`src/rtl/rca_pkg.sv`:
```
// Shared definitions for the pipelined ripple-carry adder/subtractor.
// Provides the chunk-width helper used to size each pipeline slice.
package rca_pkg;

    // Bits resolved per pipeline stage. The top checks that stages divides width.
    function automatic int chunk_w(input int width, input int stages);
        return (stages > 0) ? (width / stages) : width;
    endfunction

endpackage

```
`src/rtl/rca_chunk.sv`:
```
// Combinational W-bit ripple of full adders: one pipeline slice of the adder.
// Ports:
//   x, y      : chunk operands (y already inverted for subtract)
//   cin       : carry into bit 0
//   sum       : chunk sum
//   cout      : carry out of bit W-1
//   c_msb_in  : carry into bit W-1 (the top chunk uses it for signed overflow)
module rca_chunk #(
    parameter int W = 2
) (
    input  logic [W-1:0] x,
    input  logic [W-1:0] y,
    input  logic         cin,
    output logic [W-1:0] sum,
    output logic         cout,
    output logic         c_msb_in
);

    logic [W:0] c;

    always_comb begin
        c    = '0;
        sum  = '0;
        c[0] = cin;
        for (int i = 0; i < W; i++) begin
            sum[i]   = x[i] ^ y[i] ^ c[i];
            c[i+1]   = (x[i] & y[i]) | (c[i] & (x[i] ^ y[i]));
        end
    end

    assign cout     = c[W];
    assign c_msb_in = c[W-1];

endmodule

```
`src/rtl/rca_pipe_addsub.sv`:
```
// Pipelined ripple-carry adder/subtractor with valid/ready on both sides.
// The operand is cut into STAGES chunks; chunk k ripples in stage k using the
// carry registered from chunk k-1. Upper operand chunks are skewed forward and
// finished low chunks are delayed so the whole result appears in one cycle.
// Ports:
//   clk, rst            : clock, synchronous active-high reset
//   in_valid / in_ready : operand beat handshake
//   a, b, ci, sub       : operands, carry/borrow in, 0=add 1=subtract
//   out_valid/out_ready : result beat handshake
//   s, co, ovf          : result, raw carry-out of MSB, signed overflow
module rca_pipe_addsub
    import rca_pkg::*;
#(
    parameter int WIDTH  = 8,
    parameter int STAGES = 4
) (
    input  logic             clk,
    input  logic             rst,
    input  logic             in_valid,
    output logic             in_ready,
    input  logic [WIDTH-1:0] a,
    input  logic [WIDTH-1:0] b,
    input  logic             ci,
    input  logic             sub,
    output logic             out_valid,
    input  logic             out_ready,
    output logic [WIDTH-1:0] s,
    output logic             co,
    output logic             ovf
);

    localparam int CHUNK = chunk_w(WIDTH, STAGES);

    if ((WIDTH < 1) || (STAGES < 1) || ((WIDTH % STAGES) != 0)) begin : g_bad_param
        $error("rca_pipe_addsub: WIDTH (%0d) must be a positive multiple of STAGES (%0d)",
               WIDTH, STAGES);
    end

    logic             stall;
    logic             advance;
    logic             accept;
    logic [WIDTH-1:0] b_eff;
    wire  [STAGES-1:0] cin_w;   // carry into each chunk
    wire  [WIDTH-1:0]  s_w;

    // Stage valid bits; index k is the beat that has passed k registers.
    logic [STAGES:1] vld_pipe_q, vld_pipe_d;

    assign out_valid = vld_pipe_q[STAGES];
    assign stall     = out_valid && !out_ready;
    assign advance   = !stall;
    assign in_ready  = !rst && !stall;
    assign accept    = in_valid && in_ready;

    // Subtract is a + ~b + !ci.
    assign b_eff    = b ^ {WIDTH{sub}};
    assign cin_w[0] = ci ^ sub;
    assign s        = s_w;

    always_comb begin
        vld_pipe_d = vld_pipe_q;
        if (advance) begin
            vld_pipe_d[1] = accept;
            for (int i = 2; i <= STAGES; i++) vld_pipe_d[i] = vld_pipe_q[i-1];
        end
    end

    always_ff @(posedge clk) begin
        if (rst) vld_pipe_q <= '0;
        else     vld_pipe_q <= vld_pipe_d;
    end

    for (genvar j = 0; j < STAGES; j++) begin : g_stg
        localparam int DS = STAGES - j;   // registers from this chunk to the output

        logic [CHUNK-1:0] x_w, y_w, sum_w;
        logic             cout_w, cmsb_w;

        // Operand skew: chunk j waits j cycles so it meets its incoming carry.
        if (j == 0) begin : g_noskew
            assign x_w = a[CHUNK-1:0];
            assign y_w = b_eff[CHUNK-1:0];
        end else begin : g_skew
            logic [j-1:0][CHUNK-1:0] xs_q, xs_d, ys_q, ys_d;

            always_comb begin
                xs_d = xs_q;
                ys_d = ys_q;
                if (advance) begin
                    xs_d[0] = a[j*CHUNK +: CHUNK];
                    ys_d[0] = b_eff[j*CHUNK +: CHUNK];
                    for (int i = 1; i < j; i++) begin
                        xs_d[i] = xs_q[i-1];
                        ys_d[i] = ys_q[i-1];
                    end
                end
            end

            always_ff @(posedge clk) begin
                if (rst) begin
                    xs_q <= '0;
                    ys_q <= '0;
                end else begin
                    xs_q <= xs_d;
                    ys_q <= ys_d;
                end
            end

            assign x_w = xs_q[j-1];
            assign y_w = ys_q[j-1];
        end

        rca_chunk #(.W(CHUNK)) u_chunk (
            .x        (x_w),
            .y        (y_w),
            .cin      (cin_w[j]),
            .sum      (sum_w),
            .cout     (cout_w),
            .c_msb_in (cmsb_w)
        );

        // Deskew: the finished chunk rides DS registers so all chunks line up.
        logic [DS-1:0][CHUNK-1:0] ss_q, ss_d;

        always_comb begin
            ss_d = ss_q;
            if (advance) begin
                ss_d[0] = sum_w;
                for (int i = 1; i < DS; i++) ss_d[i] = ss_q[i-1];
            end
        end

        always_ff @(posedge clk) begin
            if (rst) ss_q <= '0;
            else     ss_q <= ss_d;
        end

        assign s_w[j*CHUNK +: CHUNK] = ss_q[DS-1];

        if (j < STAGES - 1) begin : g_cy
            logic cy_q, cy_d;

            always_comb begin
                cy_d = cy_q;
                if (advance) cy_d = cout_w;
            end

            always_ff @(posedge clk) begin
                if (rst) cy_q <= 1'b0;
                else     cy_q <= cy_d;
            end

            assign cin_w[j+1] = cy_q;
        end else begin : g_msb
            logic co_q, co_d, ovf_q, ovf_d;

            always_comb begin
                co_d  = co_q;
                ovf_d = ovf_q;
                if (advance) begin
                    co_d  = cout_w;
                    ovf_d = cout_w ^ cmsb_w;   // carry into MSB != carry out of MSB
                end
            end

            always_ff @(posedge clk) begin
                if (rst) begin
                    co_q  <= 1'b0;
                    ovf_q <= 1'b0;
                end else begin
                    co_q  <= co_d;
                    ovf_q <= ovf_d;
                end
            end

            assign co  = co_q;
            assign ovf = ovf_q;
        end
    end

endmodule

```
`config.mk`:
```
export PLATFORM = sky130hd
export DESIGN_NAME = rca_pipe_addsub
export DESIGN_NICKNAME = d
export VERILOG_FILES = /design/src/rtl/rca_pkg.sv /design/src/rtl/rca_chunk.sv /design/src/rtl/rca_pipe_addsub.sv
export SDC_FILE = /design/constraint.sdc
export NUM_CORES = 1
export LEC_CHECK = 0
export BUFFER_PORTS_ARGS = -buffer_cell sky130_fd_sc_hd__buf_4
export CAP_MARGIN = 5
export CORE_MARGIN = 3
export CORE_UTILIZATION = 30
export CTS_CLUSTER_SIZE = 40
export DETAILED_ROUTE_END_ITERATION = 6
export PLACE_DENSITY = 0.54
export SLEW_MARGIN = 20
export SYNTH_ARGS = -nofsm -noshare
export SYNTH_HDL_FRONTEND = slang
export SYNTH_HIERARCHICAL = 1
export SYNTH_SLANG_ARGS = --single-unit
```
`constraint.sdc`:
```
create_clock -name clk -period 2.9 [get_ports clk]
set_input_delay 0.435 -clock clk [delete_from_list [all_inputs] [get_ports clk]]
set_output_delay 0.435 -clock clk [all_outputs]
set_load 0.05 [all_outputs]
```
==> results.md <==
- The first global-routing pass estimated just under 7000 um of wire.
- The TritonCTS clock tree is yes.
- The startpoint of the lowest-slack register-to-register path is g_stg[3].y_w[0]$_SDFFE_PP0N_.
- The destination of the worst register-to-register timing path is ovf$_SDFFE_PP0N_.
- The max-cap violation count is 0.
- The die span in x is just over 90 um.
- The async set or reset register ratio after synthesis is 0.
- After detailed routing, the average wire length per cell comes to 11.5 um.
- The clock-pin slew on the worst setup and hold paths is 0.09 ns.
- In this run the cell area of the synthesized design comes to 2210 sq um.
- The die extent in y is 91.9 um.
- The sum of internal, switching and leakage power is approximately 1.4 mW.
- The static leakage is a little under 1 nW.
- Yosys printed 6 warnings.
- The area of all placed cells without fillers is ~2500 sq um.
- Dividing the final minimum period by the clock period gives 0.672.
- In this run, post-CTS hold repair placed 0 buffers.
- The initial core utilization is 0.317.
- The area after detailed placement is roughly 2400 sq um.
- The count of buffers added on input and output ports is 33.
- The share of the Yosys chip area taken by registers is 0.480.
- Summed over all layers, the global routing overflow is 0.
- The quantity of gates resized following cts is 0.
- The synthesized net count is between 200 and 300.
- The total power divided by cell area is ~540 nW/um^2.
- The residual DRC count is 0.
- The largest fanout on the critical path is 24.
- The vias after detailed routing is around 1600.
- The combinational family with the most area after synthesis is simple AND/OR/NAND/NOR gates.
- At the pin with the least slew margin, the transition time is 0.613 ns.
- IR analysis of the VDD net gives a maximum drop of between 0.15 and 0.2 mV.
- Of the cells placed in the final design, the portion with a size suffix greater than 1 is 0.244.
- The maximum number of buffers from clock root to sink is 2.
- After synthesis, the share of cell area in mux cells is 0.
- The min-delay analysis places its worst path in the category primary input to register.
- The via count of the first global-routing pass is between 1000 and 1500.
- The via count normalized by instance count is 4.29.
- The adder and majority gate portion of the synthesized area is 0.0724.
- The critical path is of the register to primary output type.
- The level count of the clock H-tree is 2.
- The net count of the finished layout is 299.
- The type of destination of the critical path is a primary output.
- Setup slack on the worst reg-to-reg path comes out at around 1.3 ns.
- The count of state elements after synthesis is 53.
- Of the total synthesized cell area, the portion taken by XOR and XNOR cells is 0.0396.
- The count of endpoints failing hold in the final timing report was 0.
- The count of clock tree sinks is 53.
- The synthesized-area fraction occupied by and/or/nand/nor cells is 0.187.
- Counting instances in the post-synthesis netlist gives the leading cell types as 80 x sky130_fd_sc_hd__nand2_1, 53 x sky130_fd_sc_hd__dfxtp_1, 35 x sky130_fd_sc_hd__a21oi_1.
- In the final layout, the multi-input gates occupy about 990 sq um.
- Dividing the synthesized area by the synthesized cell count gives approximately 9 sq um.
- The initialized floorplan defines 30 standard-cell rows.
- The share of synthesized area in the top cell type comes to 0.480.
- The tree is rooted in a sky130_fd_sc_hd__clkbuf_8.
- TritonCTS created 5 clock buffers.
- The critical path ends at in_ready.
- Entering global routing, the biggest net connects between 50 and 60 pins.
- The worst reg2reg path depth is 4.
- Setup repair after global routing left no endpoint under its margin.
- The area fraction in compound gates after synthesis is 0.143.
- The number of filler cells placed in the layout is approximately 740.
- Headroom to the max-slew limit came out at 0.591.
- From synthesis to final layout, the design area changed by 14.4%.
- In this run the remaining antenna-violating nets after routing total 0.
- The final number of max-transition violations is 0.
- Summing all flip-flop and latch instances after layout gives 1060 sq um.
- The flow ran to the end, and the final reports show no timing, DRC or antenna violations.
- The iteration count of the initial detailed-routing pass is 4.
- The global-route total usage across every layer is 0.102.
- The number of ports placed on the die boundary is 34.
- In the synthesized netlist the dominant register cell turns out to be sky130_fd_sc_hd__dfxtp_1.
- The final estimated routing congestion in global placement is 0.694.
- The count of mapped cells out of synthesis is between 200 and 300.
- The worst endpoint data arrival time is about 1.5 ns.
- Static timing analysis puts the maximum clock frequency at 513 MHz.
- Yosys instantiated no cell more often than sky130_fd_sc_hd__nand2_1.
- The core outline area is 6980 sq um.
- The number of antenna violations at the first check in global routing is 0.
- For the worst-skew pair, the clock arrives at the later sink with an insertion delay of just under 0.3 ns.
- Buffers added to address setup during post-CTS repair amount to 0.
- The total inserted antenna cells is 0.
- Across the routed clock network, the largest skew measured is 0.00618 ns.
- Sorting the synthesized cells by area gives the leading types as sky130_fd_sc_hd__dfxtp_1 48%, sky130_fd_sc_hd__nand2_1 14%, sky130_fd_sc_hd__a21oi_1 7.9%, sky130_fd_sc_hd__fa_1 7.2%, sky130_fd_sc_hd__a21oi_2 4.0%.
- After legalization and detailed placement, the total HPWL measured 2820 um.
- The worst setup path is launched from a register.
- The detailed router finished its first iteration with between 70 and 80 violations.
- In this design, the stage delay of the slowest critical-path cell is ~0.5 ns.
- The signal on the critical path passes through nor2b_4, nor2_1, buf_4.
- The number of synthesized flops with an enable pin is 0.
- The cell with the largest stage delay on the worst path is sky130_fd_sc_hd__nor2b_4.
- The number of endpoints failing setup at the final stage is 0.
- Yosys mapped the design onto 17 distinct sky130hd cell types.
- The area of the die is 8440 sq um.
- Adding up every negative setup slack in the final design gives 0 ns.
- Data on the critical path is required at its endpoint by around 2.5 ns.
- The final critical-path required period is 1.95 ns.
- The wire length after detailed routing is between 4000 and 5000 um.
- The most critical setup path has its startpoint at vld_pipe_q[4]$_SDFFE_PP0N_.
- The cell type with the highest aggregate area in the netlist is sky130_fd_sc_hd__dfxtp_1.
==> layout by cell type, fill, tap and decap left out, drive strengths merged <==
cell type,synthesis,final
xor2,3,3
nand2b,1,1
clkbuf,4,6
a211oi,7,7
nor2b,1,1
dfxtp,53,53
nor2,10,10
buf,21,37
a21oi,45,45
clkinv,0,1
inv,0,1
nand2,90,90
xnor2,7,7
fa,8,8
==> critical path: cells and delay by family (launching register included) <==
family                 cells  cell delay, ns
buffers and inverters      1            0.22
DFF                        1            0.38
and+or+nand+nor            2            0.62
==> area by class of cell <==
class                      count  share of cell area
timing repair buffer          37               0.110
clock buffer                   6              0.0287
tap                           96              0.0475
sequential                    53               0.419
multi-input combinational    172               0.390
clock inverter                 2             0.00544
==> metal layers <==
| layer | vias up | routed length [um] | GRT usage |
|---|---|---|---|
| li1 | 824 | - | - |
| met1 | 716 | 2030 | 0.137 |
| met2 | 29 | 1990 | 0.157 |
| met3 | 2 | 169 | 0.0320 |
| met4 | 0 | 29 | 0.0297 |
| met5 | - | 0 | 0 |
==> registers in the layout (all words and copies together), names as in the netlist <==
| name | cells |
|---|---|
| g_stg.g_cy.cy_q | 3 |
| vld_pipe_q | 4 |
| g_stg.g_skew.ys_q | 8 |
| g_stg.x_w | 4 |
| s | 6 |
| g_stg.g_skew.xs_q | 8 |
| g_stg.y_w | 4 |
| ovf | 1 |
| g_stg.ss_q | 14 |
| co | 1 |
==> kinds of logic after synthesis <==
| kind of cell | after synthesis |
|---|---|
| DFF | 53 |
| buffers and inverters | 25 |
| xor gates and xnor gates | 10 |
| adders and majority gates | 8 |
| and+or+nand+nor | 102 |
| AOI/OAI and AO/OA | 52 |
==> worst min path at each step <==
stage                                    startpoint                              endpoint  slack [ns]  cells after the start
2_1_floorplan  g_stg[2].g_skew.xs_q[1]$_SDFFE_PP0N_  g_stg[2].g_skew.xs_q[1]$_SDFFE_PP0N_        0.43                      2
4_1_cts                                        a[3]  g_stg[1].g_skew.xs_q[1]$_SDFFE_PP0N_        0.37                      3
3_3_place_gp          g_stg[1].ss_q[2]$_SDFFE_PP0N_         g_stg[1].ss_q[2]$_SDFFE_PP0N_        0.44                      2
5_1_grt                                        a[3]  g_stg[1].g_skew.xs_q[1]$_SDFFE_PP0N_        0.36                      3
3_5_place_dp             vld_pipe_q[2]$_SDFFE_PP0N_            vld_pipe_q[2]$_SDFFE_PP0N_        0.44                      2
6_report                                       a[3]  g_stg[1].g_skew.xs_q[1]$_SDFFE_PP0N_        0.38                      3
==> per-stage QoR <==
step / util / cells / setup slack, ns / hold WS, ns
6_report: 0.363 / 366 / 0.950 / 0.382
4_1_cts: 0.363 / 366 / 0.891 / 0.371
3_3_place_gp: 0.350 / 358 / 0.943 / 0.439
2_1_floorplan: - / 250 / 0.959 / 0.432
3_5_place_dp: 0.350 / 358 / 0.887 / 0.445
5_1_grt: 0.363 / 366 / 0.794 / 0.362
==> power by group <==
| part | switching (mW) | leakage (nW) | internal (mW) | total (mW) |
|---|---|---|---|---|
| Clock | 0.234 | 0.0456 | 0.173 | 0.407 |
| Combinational | 0.0909 | 0.504 | 0.0735 | 0.164 |
| Sequential | 0.0274 | 0.435 | 0.774 | 0.801 |
No activity file was read; power rests on OpenSTA's default activity.
